`config.mk`:
```
export PLATFORM = sky130hd
export DESIGN_NAME = shot_clock_ctrl_flat
export DESIGN_NICKNAME = d
export VERILOG_FILES = /design/src/rtl/shot_clock_pkg.sv /design/src/rtl/shot_clock_ctrl_if.sv /design/src/rtl/btn_debounce.sv /design/src/rtl/shot_clock_ctrl.sv /design/src/flat_wrapper.sv
export SDC_FILE = /design/constraint.sdc
export NUM_CORES = 1
export LEC_CHECK = 0
export CAP_MARGIN = 10
export CORE_AREA = 2 2 131 133
export CTS_CLUSTER_DIAMETER = 50
export DETAILED_ROUTE_END_ITERATION = 16
export DIE_AREA = 0 0 133 135
export HOLD_SLACK_MARGIN = 0.02
export PLACE_DENSITY = 0.84
export SLEW_MARGIN = 20
export SYNTH_ARGS = -nofsm -noshare
export SYNTH_HDL_FRONTEND = slang
export SYNTH_SLANG_ARGS = --single-unit
```
`constraint.sdc`:
```
create_clock -name clk -period 6.42 [get_ports clk]
set_input_delay 1.926 -clock clk [delete_from_list [all_inputs] [get_ports clk]]
set_output_delay 1.926 -clock clk [all_outputs]
set_load 0.01 [all_outputs]
```
`src/rtl/shot_clock_pkg.sv`:
```
// Shot-clock controller shared types and constants.
// Imported by the interface, the debouncer user and the top.
package shot_clock_pkg;

  localparam int SEC_W = 5;
  localparam int DEF_FULL_SEC = 24;
  localparam int DEF_SHORT_SEC = 14;

  typedef logic [SEC_W-1:0] sec_t;

  typedef enum logic [1:0] {
    IDLE,
    RUN,
    PAUSE,
    EXPIRED
  } state_t;

endpackage

```
`src/rtl/shot_clock_ctrl_if.sv`:
```
// Button inputs and display/status outputs of the shot clock.
// SHOT_WARN_EN adds the warn blink output.
interface shot_clock_ctrl_if;
  import shot_clock_pkg::*;

  logic btn_start;
  logic btn_full;
  logic btn_short;
  sec_t sec;
  logic tick;
  logic running;
  logic expired;
  logic buzzer;
`ifdef SHOT_WARN_EN
  logic warn;

  modport master (
    output btn_start, btn_full, btn_short,
    input  sec, tick, running, expired, buzzer, warn
  );

  modport slave (
    input  btn_start, btn_full, btn_short,
    output sec, tick, running, expired, buzzer, warn
  );
`else
  modport master (
    output btn_start, btn_full, btn_short,
    input  sec, tick, running, expired, buzzer
  );

  modport slave (
    input  btn_start, btn_full, btn_short,
    output sec, tick, running, expired, buzzer
  );
`endif

endinterface

```
`src/rtl/btn_debounce.sv`:
```
// Raw push-button to one-cycle press pulse:
// 2-flop sync, stability filter, rising-edge detect.
module btn_debounce #(
  parameter int DEB_CYCLES = 1000000
) (
  input  logic clk,
  input  logic rst,
  input  logic btn,
  output logic pulse
);

  localparam int CW =
    (DEB_CYCLES > 1) ? $clog2(DEB_CYCLES) : 1;
  localparam logic [CW-1:0] CNT_END =
    CW'(DEB_CYCLES - 1);

  logic [1:0]    sync;
  logic          lvl;
  logic          armed;
  logic          accept;
  logic [CW-1:0] cnt;
  logic [CW-1:0] qcnt;

  assign accept = (sync[1] != lvl) &&
                  (cnt == CNT_END);
  assign pulse  = accept && sync[1] && armed;

  // new level accepted after DEB_CYCLES stable cycles;
  // a button held through reset must be seen released
  // (quiet for DEB_CYCLES) before any press counts
  always_ff @(posedge clk or posedge rst) begin
    if (rst) begin
      sync  <= 2'b00;
      lvl   <= 1'b0;
      armed <= 1'b0;
      cnt   <= '0;
      qcnt  <= '0;
    end else begin
      sync <= {sync[0], btn};
      if (sync[1] == lvl) begin
        cnt <= '0;
      end else if (accept) begin
        lvl <= sync[1];
        cnt <= '0;
      end else begin
        cnt <= cnt + 1'b1;
      end
      if (!armed) begin
        if (sync != 2'b00) begin
          qcnt <= '0;
        end else if (qcnt == CNT_END) begin
          armed <= 1'b1;
        end else begin
          qcnt <= qcnt + 1'b1;
        end
      end
    end
  end

endmodule

```
`src/rtl/shot_clock_ctrl.sv`:
```
// Shot-clock sequencer: buttons, run/pause/reload FSM,
// 1 s tick, expiry buzzer. SHOT_WARN_EN adds warn blink.
module shot_clock_ctrl
  import shot_clock_pkg::*;
#(
  parameter int CLK_FREQ   = 50000000,
  parameter int DEB_CYCLES = 1000000,
  parameter int FULL_SEC   = DEF_FULL_SEC,
  parameter int SHORT_SEC  = DEF_SHORT_SEC,
  parameter int ALARM_SEC  = 2
) (
  input logic             clk,
  input logic             rst,
  shot_clock_ctrl_if.slave bus
);

  localparam int PW =
    (CLK_FREQ > 1) ? $clog2(CLK_FREQ) : 1;
  localparam logic [PW-1:0] P_END =
    PW'(CLK_FREQ - 1);
  localparam int AW = $clog2(ALARM_SEC + 1);
  localparam logic [AW-1:0] A_END =
    AW'(ALARM_SEC);

  state_t        state;
  sec_t          sec_q;
  sec_t          rval;
  logic [PW-1:0] presc;
  logic [AW-1:0] alarm;
  logic          tick_q;
  logic          running_q;
  logic          expired_q;
  logic          buzzer_q;
  logic          p_start;
  logic          p_full;
  logic          p_short;
  logic          reload;
  logic          go;
  logic          wrap;

  btn_debounce #(.DEB_CYCLES(DEB_CYCLES)) u_start (
    .clk(clk), .rst(rst),
    .btn(bus.btn_start), .pulse(p_start)
  );

  btn_debounce #(.DEB_CYCLES(DEB_CYCLES)) u_full (
    .clk(clk), .rst(rst),
    .btn(bus.btn_full), .pulse(p_full)
  );

  btn_debounce #(.DEB_CYCLES(DEB_CYCLES)) u_short (
    .clk(clk), .rst(rst),
    .btn(bus.btn_short), .pulse(p_short)
  );

  // full beats short beats start
  assign reload = p_full | p_short;
  assign go     = p_start & ~reload;
  assign rval   = p_full ? SEC_W'(FULL_SEC)
                         : SEC_W'(SHORT_SEC);
  assign wrap   = (presc == P_END);

  assign bus.sec     = sec_q;
  assign bus.tick    = tick_q;
  assign bus.running = running_q;
  assign bus.expired = expired_q;
  assign bus.buzzer  = buzzer_q;

  // run/pause/reload sequencer with registered outputs
  always_ff @(posedge clk or posedge rst) begin
    if (rst) begin
      state     <= IDLE;
      sec_q     <= SEC_W'(FULL_SEC);
      presc     <= '0;
      alarm     <= '0;
      tick_q    <= 1'b0;
      running_q <= 1'b0;
      expired_q <= 1'b0;
      buzzer_q  <= 1'b0;
    end else begin
      tick_q <= 1'b0;
      unique case (state)
        IDLE: begin
          if (reload) begin
            sec_q <= rval;
          end else if (go) begin
            state     <= RUN;
            running_q <= 1'b1;
          end
        end
        RUN: begin
          if (reload) begin
            sec_q <= rval;
            presc <= '0;
          end else if (go) begin
            state     <= PAUSE;
            running_q <= 1'b0;
          end else if (wrap) begin
            presc  <= '0;
            tick_q <= 1'b1;
            sec_q  <= sec_q - 1'b1;
            if (sec_q == SEC_W'(1)) begin
              state     <= EXPIRED;
              running_q <= 1'b0;
              expired_q <= 1'b1;
              buzzer_q  <= 1'b1;
              alarm     <= '0;
            end
          end else begin
            presc <= presc + 1'b1;
          end
        end
        PAUSE: begin
          if (reload) begin
            sec_q <= rval;
            presc <= '0;
          end else if (go) begin
            state     <= RUN;
            running_q <= 1'b1;
          end
        end
        EXPIRED: begin
          if (reload) begin
            state     <= PAUSE;
            sec_q     <= rval;
            presc     <= '0;
            expired_q <= 1'b0;
            buzzer_q  <= 1'b0;
          end else if (wrap) begin
            presc <= '0;
            if (buzzer_q) begin
              alarm <= alarm + 1'b1;
              if (alarm + 1'b1 == A_END)
                buzzer_q <= 1'b0;
            end
          end else begin
            presc <= presc + 1'b1;
          end
        end
      endcase
    end
  end

  // a decrement only ever happens from a nonzero value
  assert property (@(posedge clk) disable iff (rst)
    (state == RUN && wrap && !reload && !go)
      |-> (sec_q != '0));

`ifdef SHOT_WARN_EN
  localparam int BL =
    (CLK_FREQ / 4 > 0) ? CLK_FREQ / 4 : 1;
  localparam int BW = $clog2(BL + 1);
  localparam logic [BW-1:0] B_END = BW'(BL - 1);

  logic [BW-1:0] blink;
  logic          warn_q;

  assign bus.warn = warn_q;

  // 2 Hz blink in the last five seconds of a run
  always_ff @(posedge clk or posedge rst) begin
    if (rst) begin
      blink  <= '0;
      warn_q <= 1'b0;
    end else if (state != RUN ||
                 sec_q > SEC_W'(5)) begin
      blink  <= '0;
      warn_q <= 1'b0;
    end else if (blink == B_END) begin
      blink  <= '0;
      warn_q <= ~warn_q;
    end else begin
      blink <= blink + 1'b1;
    end
  end
`endif

endmodule

```
`src/flat_wrapper.sv`:
```
// flat-port wrapper written by rule: the top's interface ports become plain ports
module shot_clock_ctrl_flat import shot_clock_pkg::*;
#(
  parameter int CLK_FREQ   = 50000000,
  parameter int DEB_CYCLES = 1000000,
  parameter int FULL_SEC   = DEF_FULL_SEC,
  parameter int SHORT_SEC  = DEF_SHORT_SEC,
  parameter int ALARM_SEC  = 2
)
  (clk, rst, bus_btn_start, bus_btn_full, bus_btn_short, bus_sec, bus_tick, bus_running, bus_expired, bus_buzzer);
  shot_clock_ctrl_if bus_i ();
  input logic clk;
  input logic rst;
  input wire logic [$bits(bus_i.btn_start)-1:0] bus_btn_start;
  input wire logic [$bits(bus_i.btn_full)-1:0] bus_btn_full;
  input wire logic [$bits(bus_i.btn_short)-1:0] bus_btn_short;
  output wire logic [$bits(bus_i.sec)-1:0] bus_sec;
  output wire logic [$bits(bus_i.tick)-1:0] bus_tick;
  output wire logic [$bits(bus_i.running)-1:0] bus_running;
  output wire logic [$bits(bus_i.expired)-1:0] bus_expired;
  output wire logic [$bits(bus_i.buzzer)-1:0] bus_buzzer;
  assign bus_i.btn_start = bus_btn_start;
  assign bus_i.btn_full = bus_btn_full;
  assign bus_i.btn_short = bus_btn_short;
  assign bus_sec = bus_i.sec;
  assign bus_tick = bus_i.tick;
  assign bus_running = bus_i.running;
  assign bus_expired = bus_i.expired;
  assign bus_buzzer = bus_i.buzzer;
  shot_clock_ctrl #(.CLK_FREQ(CLK_FREQ), .DEB_CYCLES(DEB_CYCLES), .FULL_SEC(FULL_SEC), .SHORT_SEC(SHORT_SEC), .ALARM_SEC(ALARM_SEC)) u_core (.clk(clk), .rst(rst), .bus(bus_i));
endmodule
```
==> flow_metrics.py <==
metrics = {
    "floorplanning": {
        "start_util_pct": 54.13,
        "core_area_um2": 16410,
        "io_pins": 14,
        "fp.dieW_um": 133,
        "rows": 47,
        "dieArea_um2": 17960,
        "die_y_um": 135,
    },
    "pwr": {
        "ir_drop_v": 0.0002034,
        "leakage_nw": 4.115,
        "powerDensity_nw_per_um2": 221.4,
    },
    "detailed_routing": {
        "drc": 0,
        "wl_per_cell_um": 15.89,
        "vias_per_cell": 5.926,
        "postRouteAntennaNets": 0,
        "vias": 6922,
        "wl_um": 18560,
        "firstDrtPassIters": 5,
        "drtIter0Drc": 567,
    },
    "setup_path": {
        "arrival_ps": 1570,
        "crit_path_top_delay_cell": "dfstp_2",
        "rr_worst_depth": 6,
        "path_class": "flip-flop to primary output",
        "start_kind": "flip-flop",
        "crit_path_cell_trace": "clkdlybuf4s50_1",
        "cp_top_family": "flip-flops",
        "end_kind": "primary output",
        "path_max_fanout": 4,
        "crit_required_ps": 4490,
        "worst-path-stages": 1,
        "critical-path-max-stage-delay_ps": 580,
        "worstPathBufferInverterCount": 1,
    },
    "timing": {
        "fin_crit_ps": 3499,
        "fin_setup_tns_ps": 0,
        "fin_skew_ps": 12.95,
        "worst_pin_slew_ps": 1028,
        "slew_viol_final": 0,
        "slew_headroom_pct": 31.23,
        "finalHoldViolations": 0,
        "fmax_ghz": 0.2858,
        "rsz0062_at_grt": "no",
        "final.period_utilization_pct": 54.50,
        "fin_ws_ps": 2921,
        "setup_viol": 0,
        "fin_hold_ws_ps": 436.6,
    },
    "place": {
        "io_buffers": 13,
        "hpwl_um": 11620,
        "gp_congestion": 0.8289,
        "dpl.cell_count": 1136,
        "pre_cts_slack_ps": 3195,
    },
    "yosys": {
        "synth-simple-area-share_pct": 28.39,
        "postSynthCellCount": 926,
        "ys_types": 60,
        "ys_warn_count": 0,
        "synth_top_family_by_area": "simple AND/OR/NAND/NOR gates",
        "synth-adder-area-share_pct": 1.409,
        "synth_xor_area_share_pct": 10.26,
        "synth_enable_flop_cells": 0,
        "syn-num-nets": 941,
        "synth_mux_area_share_pct": 0.8594,
        "syn_area_per_cell_um2": 9.591,
        "seq_area_frac_synth_pct": 48.21,
        "synth_ff_type": "dfrtp_1",
        "synth-compound-area-share_pct": 8.509,
        "ys_ff_latch": 171,
        "synth_area_um2": 8881,
        "async_reset_ff_share_pct": 100.0,
    },
    "clock_network": {
        "cts_setup_buffers": 0,
        "cts_hold_buf": 0,
        "cts_tree": "yes",
        "path_clk_slew_ps": 60,
        "cts_resized": 0,
        "cts.sinks": 171,
        "clockRootBuffer": "clkbuf_16",
        "cts_buffers": 17,
        "h-tree-depth": 4,
        "clock_latency_ps": 440,
        "clockBufferDepth": 2,
    },
    "layout": {
        "final_cell_count_no_fill": 1168,
        "layout.nets": 950,
        "areaGrowthSynthToFinish_pct": 10.55,
        "n_antenna_cell": 0,
        "layout-drive-gt1-share_pct": 6.329,
        "nFillCells": 1329,
        "final_util_pct": 59.84,
    },
    "flow_run": {
        "cap_violations": 0,
    },
    "min_path": {
        "worst_hold_path_type": "flip-flop to flip-flop",
        "whs_path_depth": 0,
    },
    "global_route": {
        "grtUsageTotal_pct": 22.18,
        "grt_pass1_wl_um": 32390,
        "grt_max_degree": 172,
        "overflow": 0,
        "first_global_vias": 6903,
        "antenna_found_initial": 0,
    },
    "run_status": {
        "status": "finished clean",
    },
}
==> per-stage QoR <==
stage	power, mW	cell area [um2]
floorplan	1.150	8885
global placement	1.165	9209
detailed placement	1.167	9211
CTS	2.191	9802
global route	2.247	9818
finish	2.174	9818
==> flip-flops by register name (all words and copies together), names as in the netlist, 2 cells and up <==
signal	count
u_core.u_short.cnt	20
u_core.u_start.cnt	20
u_core.bus.sec	5
u_core.state	2
u_core.u_short.sync	2
u_core.alarm	2
u_core.u_start.sync	2
u_core.u_full.sync	2
u_core.u_short.qcnt	20
u_core.u_full.cnt	20
u_core.presc	26
u_core.u_start.qcnt	20
u_core.u_full.qcnt	20
==> synthesized netlist by cell type, drive strengths merged, types with 9 or more instances <==
cell type    n  share of area, %
xnor2       45               4.4
nor4b        9              0.89
inv         27               1.1
nand2       57               2.4
o31ai       10              0.85
clkbuf      18              0.76
and4        13               1.3
or4         10              0.89
or3         11              0.77
a211o       13               1.3
nor4        14              0.99
dfrtp      169                48
ha          10               1.4
xor2        59               5.8
a21o        10              0.85
nor3        33               1.9
nor2       138               5.8
o21ai       30               1.7
nand3       69               3.9
a21oi       18               1.1
and3        32               2.3
nand4       32               2.3
==> cells in the final DEF (no fill, tap or decap), types with 11 or more instances in the layout <==
cell and count:
inv_1 26, nor3_1 32, a21oi_1 17, clkbuf_16 17
nand3_1 69, and3_1 32, nand4_1 32, a211o_1 13
xnor2_1 45, xor2_1 59, or3_1 11, nor2_1 135
dfrtp_1 169, and4_1 13, nand2_1 57, nor4_1 14
o21ai_0 29, clkdlybuf4s50_1 13
==> layout make-up <==
| class | instances | area (um2) | share of cell area (%) |
|---|---|---|---|
| clock buffer | 22 | 474.2 | 4.830 |
| clock inverter | 10 | 116.4 | 1.185 |
| inverter | 27 | 105.1 | 1.070 |
| sequential | 171 | 4282 | 43.61 |
| timing repair buffer | 15 | 157.7 | 1.606 |
| multi-input combinational | 703 | 4408 | 44.90 |
| tap | 220 | 275.3 | 2.804 |
==> power by group <==
group	switching, mW	internal (mW)
Sequential	0.0100	1.09
Combinational	0.0387	0.0120
Clock	0.424	0.603
Total	0.472	1.70
==> kinds of logic (layout without fill, tap and decap cells) <==
| logic type | after synthesis | after routing |
|---|---|---|
| adder cells (fa/ha/maj) | 10 | 10 |
| multiplexers | 7 | 7 |
| AND/OR/NAND/NOR | 474 | 474 |
| AO/OA/AOI/OAI | 108 | 108 |
| flip-flops | 171 | 171 |
| XOR/XNOR | 104 | 104 |
| buffers and inverters | 52 | 74 |
==> per-layer routing <==
layer | vias up | share of wire (%) | global-route usage, %
met4 | 0 | 2.0 | 7.288
li1 | 3327 | - | -
met3 | 41 | 3.9 | 4.917
met1 | 3388 | 46 | 29.85
met2 | 166 | 48 | 35.95
met5 | - | 0 | 0
==> worst paths after layout <==
check	end	start	slack [ps]
min reg2reg	u_core.u_start.sync[1]$_DFF_PP0_	u_core.u_start.sync[0]$_DFF_PP0_	440
min in group asynchronous	u_core.u_short.cnt[15]$_DFF_PP0_	rst	2050
min	u_core.u_start.sync[1]$_DFF_PP0_	u_core.u_start.sync[0]$_DFF_PP0_	440
max in group asynchronous	u_core.presc[17]$_DFFE_PP0P_	rst	3620
max reg2reg	u_core.presc[18]$_DFFE_PP0P_	u_core.u_full.cnt[11]$_DFF_PP0_	3420
max	bus_sec[3]	u_core.bus.sec[3]$_DFFE_PP1P_	2920
Note: power is estimated with default switching activity, not from simulation.
==> patch 1 (config.mk and constraints unchanged) <==
Re-encode `state_t` (4 states) as one-hot, 4 bits wide.
--- a/src/rtl/shot_clock_pkg.sv
+++ b/src/rtl/shot_clock_pkg.sv
@@ -9,9 +9,9 @@
   typedef logic [SEC_W-1:0] sec_t;
 
-  typedef enum logic [1:0] {
-    IDLE,
-    RUN,
-    PAUSE,
-    EXPIRED
+  typedef enum logic [3:0] {
+    IDLE    = 4'b0001,
+    RUN     = 4'b0010,
+    PAUSE   = 4'b0100,
+    EXPIRED = 4'b1000
   } state_t;
 
Behaviour: no difference found for any inputs over 4 cycles, from zero or initial values and one cycle with rst high; so few cycles prove little.
==> patch 1 against the original RTL <==
Clock power increased by 19%. Clock skew decreased by 6.1 ps. Synthesized cell count increased by 0.22%. Critical path depth increased by 6. Routed wire length decreased by 7.5%. Sequential cell count increased by 2. Utilization decreased by 0.54 points. Via count decreased by 3.4%. Design area decreased by 0.90%. Setup slack got worse by 110 ps. Power increased by 10%. Non-clock buffer count increased by 1. Area after synthesis decreased by 2.0%.
==> patch 1: results (changes against the original RTL) <==
- Vias in the first global route: 6506 (was 6903)
- Largest cells by area after synthesis: dfrtp_1 (49%), nor2_1 (6.6%), xor2_1 (5.8%) (was dfrtp_1 (48%), nor2_1 (5.8%), xor2_1 (5.8%))
- Most flop-heavy register: u_core.presc (unchanged)
- Wire per inst: 14.7 µm (was 15.9 µm)
- Hold Crit Class: reg -> reg (unchanged)
- Post-placement cell count: 1135 (was 1136)
- Clock Skew: 6.88 ps (was 12.9 ps)
- NumNets Final: 949 (was 950)
- Fillcell total: 1324 (was 1329)
- Fin area: 9730 µm² (was 9820 µm²)
- P_leak: 4.03 nW (was 4.11 nW)
- ANT cells: 0 (unchanged)
- Cell Area, Placed: 9020 µm² (was 9210 µm²)
- Hpwl dp: 11.2 mm (was 11.6 mm)
- First-pass GRT wire length: 29.9 mm (was 32.4 mm)
- Cell family with most CP delay: simple AND/OR/NAND/NOR gates (was flip-flops)
- Crit path max-delay cell type: nand2b_1 (was dfstp_2)
- Synthesized area per cell: 9.38 µm² (was 9.59 µm²)
- Register area share after synthesis: 49.8% (was 48.2%)
- Critical path fanouts, max: 31 (was 4)
- Syn Nets: 943 (was 941)
- Share of layout cells above drive strength 1: 7.07% (was 6.33%)
- CP peak stage delay: 800 ps (was 580 ps)
- GP Congestion: 0.836 (was 0.829)
- Yosys cell types: 61 (was 60)
- GR Util All Layers: 20.3% (was 22.2%)
- Status: finished clean (unchanged)
- Initial DRC count: 463 (was 567)
- Largest net degree at the start of global routing: 104 (was 172)
- Post-Route WL: 17.2 mm (was 18.6 mm)
- Commonest cells in the netlist: dfrtp_1 (170), nor2_1 (154), nand2_1 (80) (was dfrtp_1 (169), nor2_1 (138), nand3_1 (69))
- Rel. slew slack: 32.1% (was 31.2%)
- CP Data Arrival Time: 3890 ps (was 1570 ps)
- Vias per cell: 5.73 (was 5.93)
- Maximum VDD drop: 0.195 mV (was 0.203 mV)
## patch 1: metal layers
metal  track usage [%]  routed length, µm  up-vias
li1                  -                  -     3255
met1              26.8               7810     3236
met2              33.4               8240      162
met3              3.98                732       36
met4              7.77                389        0
met5                 0                  0        -
## patch 1: power by group
group / switching [mW] / internal (mW) / total [mW]
registers: 0.00883 / 1.10 / 1.11
logic: 0.0389 / 0.0122 / 0.0511
clock network: 0.438 / 0.794 / 1.23
total: 0.485 / 1.90 / 2.39
## patch 1: layout make-up
type | count | area share, %
clock buffers | 19 | 4.66
well taps | 220 | 2.83
inverters | 18 | 0.733
clock inverters | 13 | 2.65
multi-input cells | 708 | 42.9
repair buffers | 16 | 1.70
flip-flops and latches | 173 | 44.5
## patch 1: stage by stage
stage	hold slack, ps	setup slack [ps]
floorplan	367	2290
global placement	385	2870
detailed placement	399	2860
CTS	414	2870
global route	435	2560
finish	403	2810
## patch 1: worst paths after layout
| check | startpoint | slack [ps] | cells after the start | endpoint |
|---|---|---|---|---|
| max in group asynchronous | rst | 3390 | 3 | u_core.state[0]$_DFFE_PP1P_ |
| setup / recovery | u_core.u_start.cnt[11]$_DFF_PP0_ | 2810 | 7 | u_core.presc[19]$_DFFE_PP0P_ |
| setup reg to reg | u_core.u_start.cnt[11]$_DFF_PP0_ | 2810 | 7 | u_core.presc[19]$_DFFE_PP0P_ |
| hold reg to reg | u_core.u_full.sync[0]$_DFF_PP0_ | 400 | 0 | u_core.u_full.sync[1]$_DFF_PP0_ |
| min in group asynchronous | rst | 2040 | 2 | u_core.u_full.sync[0]$_DFF_PP0_ |
| hold / removal | u_core.u_full.sync[0]$_DFF_PP0_ | 400 | 0 | u_core.u_full.sync[1]$_DFF_PP0_ |
## patch 1: kinds of logic (layout without fill, tap and decap cells)
family / after synthesis / after routing / synth area share [%]
mux: 5 / 5 / 0.618
xor+xnor: 97 / 97 / 9.76
buf+inv: 47 / 66 / 2.30
simple gates: 477 / 477 / 27.4
compound gates: 119 / 119 / 8.68
flops: 173 / 173 / 49.8
fa+ha+maj: 10 / 10 / 1.44
==> patch 2 (same settings) <==
Without the edit above. `ALARM_SEC` is set to 2 in 2 places; all go to 1.
--- a/src/rtl/shot_clock_ctrl.sv
+++ b/src/rtl/shot_clock_ctrl.sv
@@ -8,5 +8,5 @@
   parameter int FULL_SEC   = DEF_FULL_SEC,
   parameter int SHORT_SEC  = DEF_SHORT_SEC,
-  parameter int ALARM_SEC  = 2
+  parameter int ALARM_SEC  = 1
 ) (
   input logic             clk,
--- a/src/flat_wrapper.sv
+++ b/src/flat_wrapper.sv
@@ -6,5 +6,5 @@
   parameter int FULL_SEC   = DEF_FULL_SEC,
   parameter int SHORT_SEC  = DEF_SHORT_SEC,
-  parameter int ALARM_SEC  = 2
+  parameter int ALARM_SEC  = 1
 )
   (clk, rst, bus_btn_start, bus_btn_full, bus_btn_short, bus_sec, bus_tick, bus_running, bus_expired, bus_buzzer);
Formal check against the unedited RTL: no difference found for any inputs over 4 cycles, from zero or initial values and one cycle with rst high; that may be too few to reach the edited logic, so the function may still have changed.
==> patch 2 against the original RTL <==
Highest routed layer unchanged. Power decreased by 1.7%. Setup slack gained 22 ps. Utilization shrank 0.77 points. Clock power down 3%. Hold slack lost 30 ps. Sequential cell count fell by 1. Critical path depth unchanged. Routed wire length down 2.7%. Design area down 1.3%. Area after synthesis shrank 0.66%.
==> patch 2: results (changes against the original RTL) <==
- Initial DRC count: 694 (was 567)
- First-pass GRT wire length: 31.6 mm (was 32.4 mm)
- Port bufs: 13 (unchanged)
- Wire per inst: 15.5 µm (was 15.9 µm)
- Synthesized area per cell: 9.50 µm² (was 9.59 µm²)
- CTS resizes: 0 (unchanged)
- Fillcell total: 1345 (was 1329)
- Synthesis Warnings: 0 (unchanged)
- Clock Skew: 7.66 ps (was 12.9 ps)
- Largest cells by area after synthesis: dfrtp_1 (48%), xor2_1 (6.5%), nor2_1 (5.6%) (was dfrtp_1 (48%), nor2_1 (5.8%), xor2_1 (5.8%))
- Cts bufs inserted: 17 (unchanged)
- Crit path max-delay cell type: dfstp_2 (unchanged)
- NumNets Final: 949 (was 950)
- Post-place setup slack: 2680 ps (was 3190 ps)
- Yosys cell types: 69 (was 60)
- Clk Latency, worst-skew pair: 430 ps
- Share of layout cells above drive strength 1: 5.81% (was 6.33%)
- GR Util All Layers: 21.3% (was 22.2%)
- Largest net degree at the start of global routing: 124 (was 172)
- Maximum VDD drop: 0.200 mV (was 0.203 mV)
- CTS max path bufs: 2 (unchanged)
- Most flop-heavy register: u_core.presc (unchanged)
- Status: finished clean (unchanged)
- Vias per cell: 5.97 (was 5.93)
- Hold Crit Class: reg -> reg (unchanged)
- Drt pass-1 iters: 5 (unchanged)
- Non-Filler Instances: 1167 (was 1168)
- ANT cells: 0 (unchanged)
- Critical path fanouts, max: 4 (unchanged)
- P_leak: 3.99 nW (was 4.11 nW)
- Initial antenna violation count: 0 (unchanged)
- GP Congestion: 0.800 (was 0.829)
- Max reg flops: 26 (unchanged)
- Syn Nets: 943 (was 941)
- Post-placement cell count: 1135 (was 1136)
- Register clock-pin slew on the reported worst setup and hold paths: 60 ps (about the same)
- Clk root buf: clkbuf_16 (unchanged)
- Post-CTS Setup Inserts: 0 (unchanged)
- CP peak stage delay: 580 ps (about the same)
- Hpwl dp: 11.7 mm (was 11.6 mm)
- Number of H-tree levels: 4 (unchanged)
- Vias in the first global route: 6734 (was 6903)
- Cell family with most CP delay: flip-flops (unchanged)
- Register area share after synthesis: 48.2% (about the same)
- Commonest cells in the netlist: dfrtp_1 (168), nor2_1 (131), nand2_1 (75) (was dfrtp_1 (169), nor2_1 (138), nand3_1 (69))
- CP Data Arrival Time: 1550 ps (was 1570 ps)
- Slew @ Worst Pin: 1030 ps (about the same)
- Async SR Flop Fraction: 100% (unchanged)
-- patch 2: cell type report --
class	count	area (µm²)	share of cell area, %
well taps	220	275	2.84
repair buffers	16	178	1.83
multi-input cells	712	4350	44.8
clock inverters	7	92.6	0.955
inverters	18	71.3	0.736
flip-flops and latches	170	4260	43.9
clock buffers	24	472	4.87
-- patch 2: logic make-up after synthesis --
logic type | share of synthesized area, %
and+or+nand+nor | 29.3
adders and majority gates | 1.28
DFF | 48.2
buffers and inverters | 2.51
muxes | 0.496
xor gates and xnor gates | 9.73
AOI/OAI and AO/OA | 8.42
-- patch 2: layer usage --
layer,routed length (µm),share of wire [%],GRT usage (%)
met1,8270,46,28.7
met2,8890,49,34.7
met4,375,2.1,8.30
met3,511,2.8,3.72
met5,0,0,0
-- patch 2: where the power goes --
| part | switching, mW | leakage (nW) | internal, mW |
|---|---|---|---|
| Combinational | 0.0393 | 1.38 | 0.0128 |
| Sequential | 0.00949 | 2.34 | 1.08 |
| Clock | 0.405 | 0.266 | 0.590 |
-- patch 2: final timing paths --
check / startpoint / end / slack, ps / cells after the start
setup / recovery: u_core.bus.sec[3]$_DFFE_PP1P_ / bus_sec[3] / 2940 / 1
setup reg to reg: u_core.u_full.cnt[7]$_DFF_PP0_ / u_core.presc[5]$_DFFE_PP0P_ / 3060 / 7
min in group asynchronous: rst / u_core.u_start.qcnt[5]$_DFFE_PP0P_ / 1820 / 2
hold / removal: u_core.u_start.sync[0]$_DFF_PP0_ / u_core.u_start.sync[1]$_DFF_PP0_ / 410 / 0
hold reg to reg: u_core.u_start.sync[0]$_DFF_PP0_ / u_core.u_start.sync[1]$_DFF_PP0_ / 410 / 0
max in group asynchronous: rst / u_core.presc[6]$_DFFE_PP0P_ / 3420 / 4
-- patch 2: stage by stage --
step	power, mW	cell area [µm²]	hold slack [ps]
2_1_floorplan	1.14	8830	367
3_3_place_gp	1.16	9100	396
3_5_place_dp	1.16	9100	387
4_1_cts	2.16	9670	409
5_1_grt	2.21	9690	420
6_report	2.14	9690	407
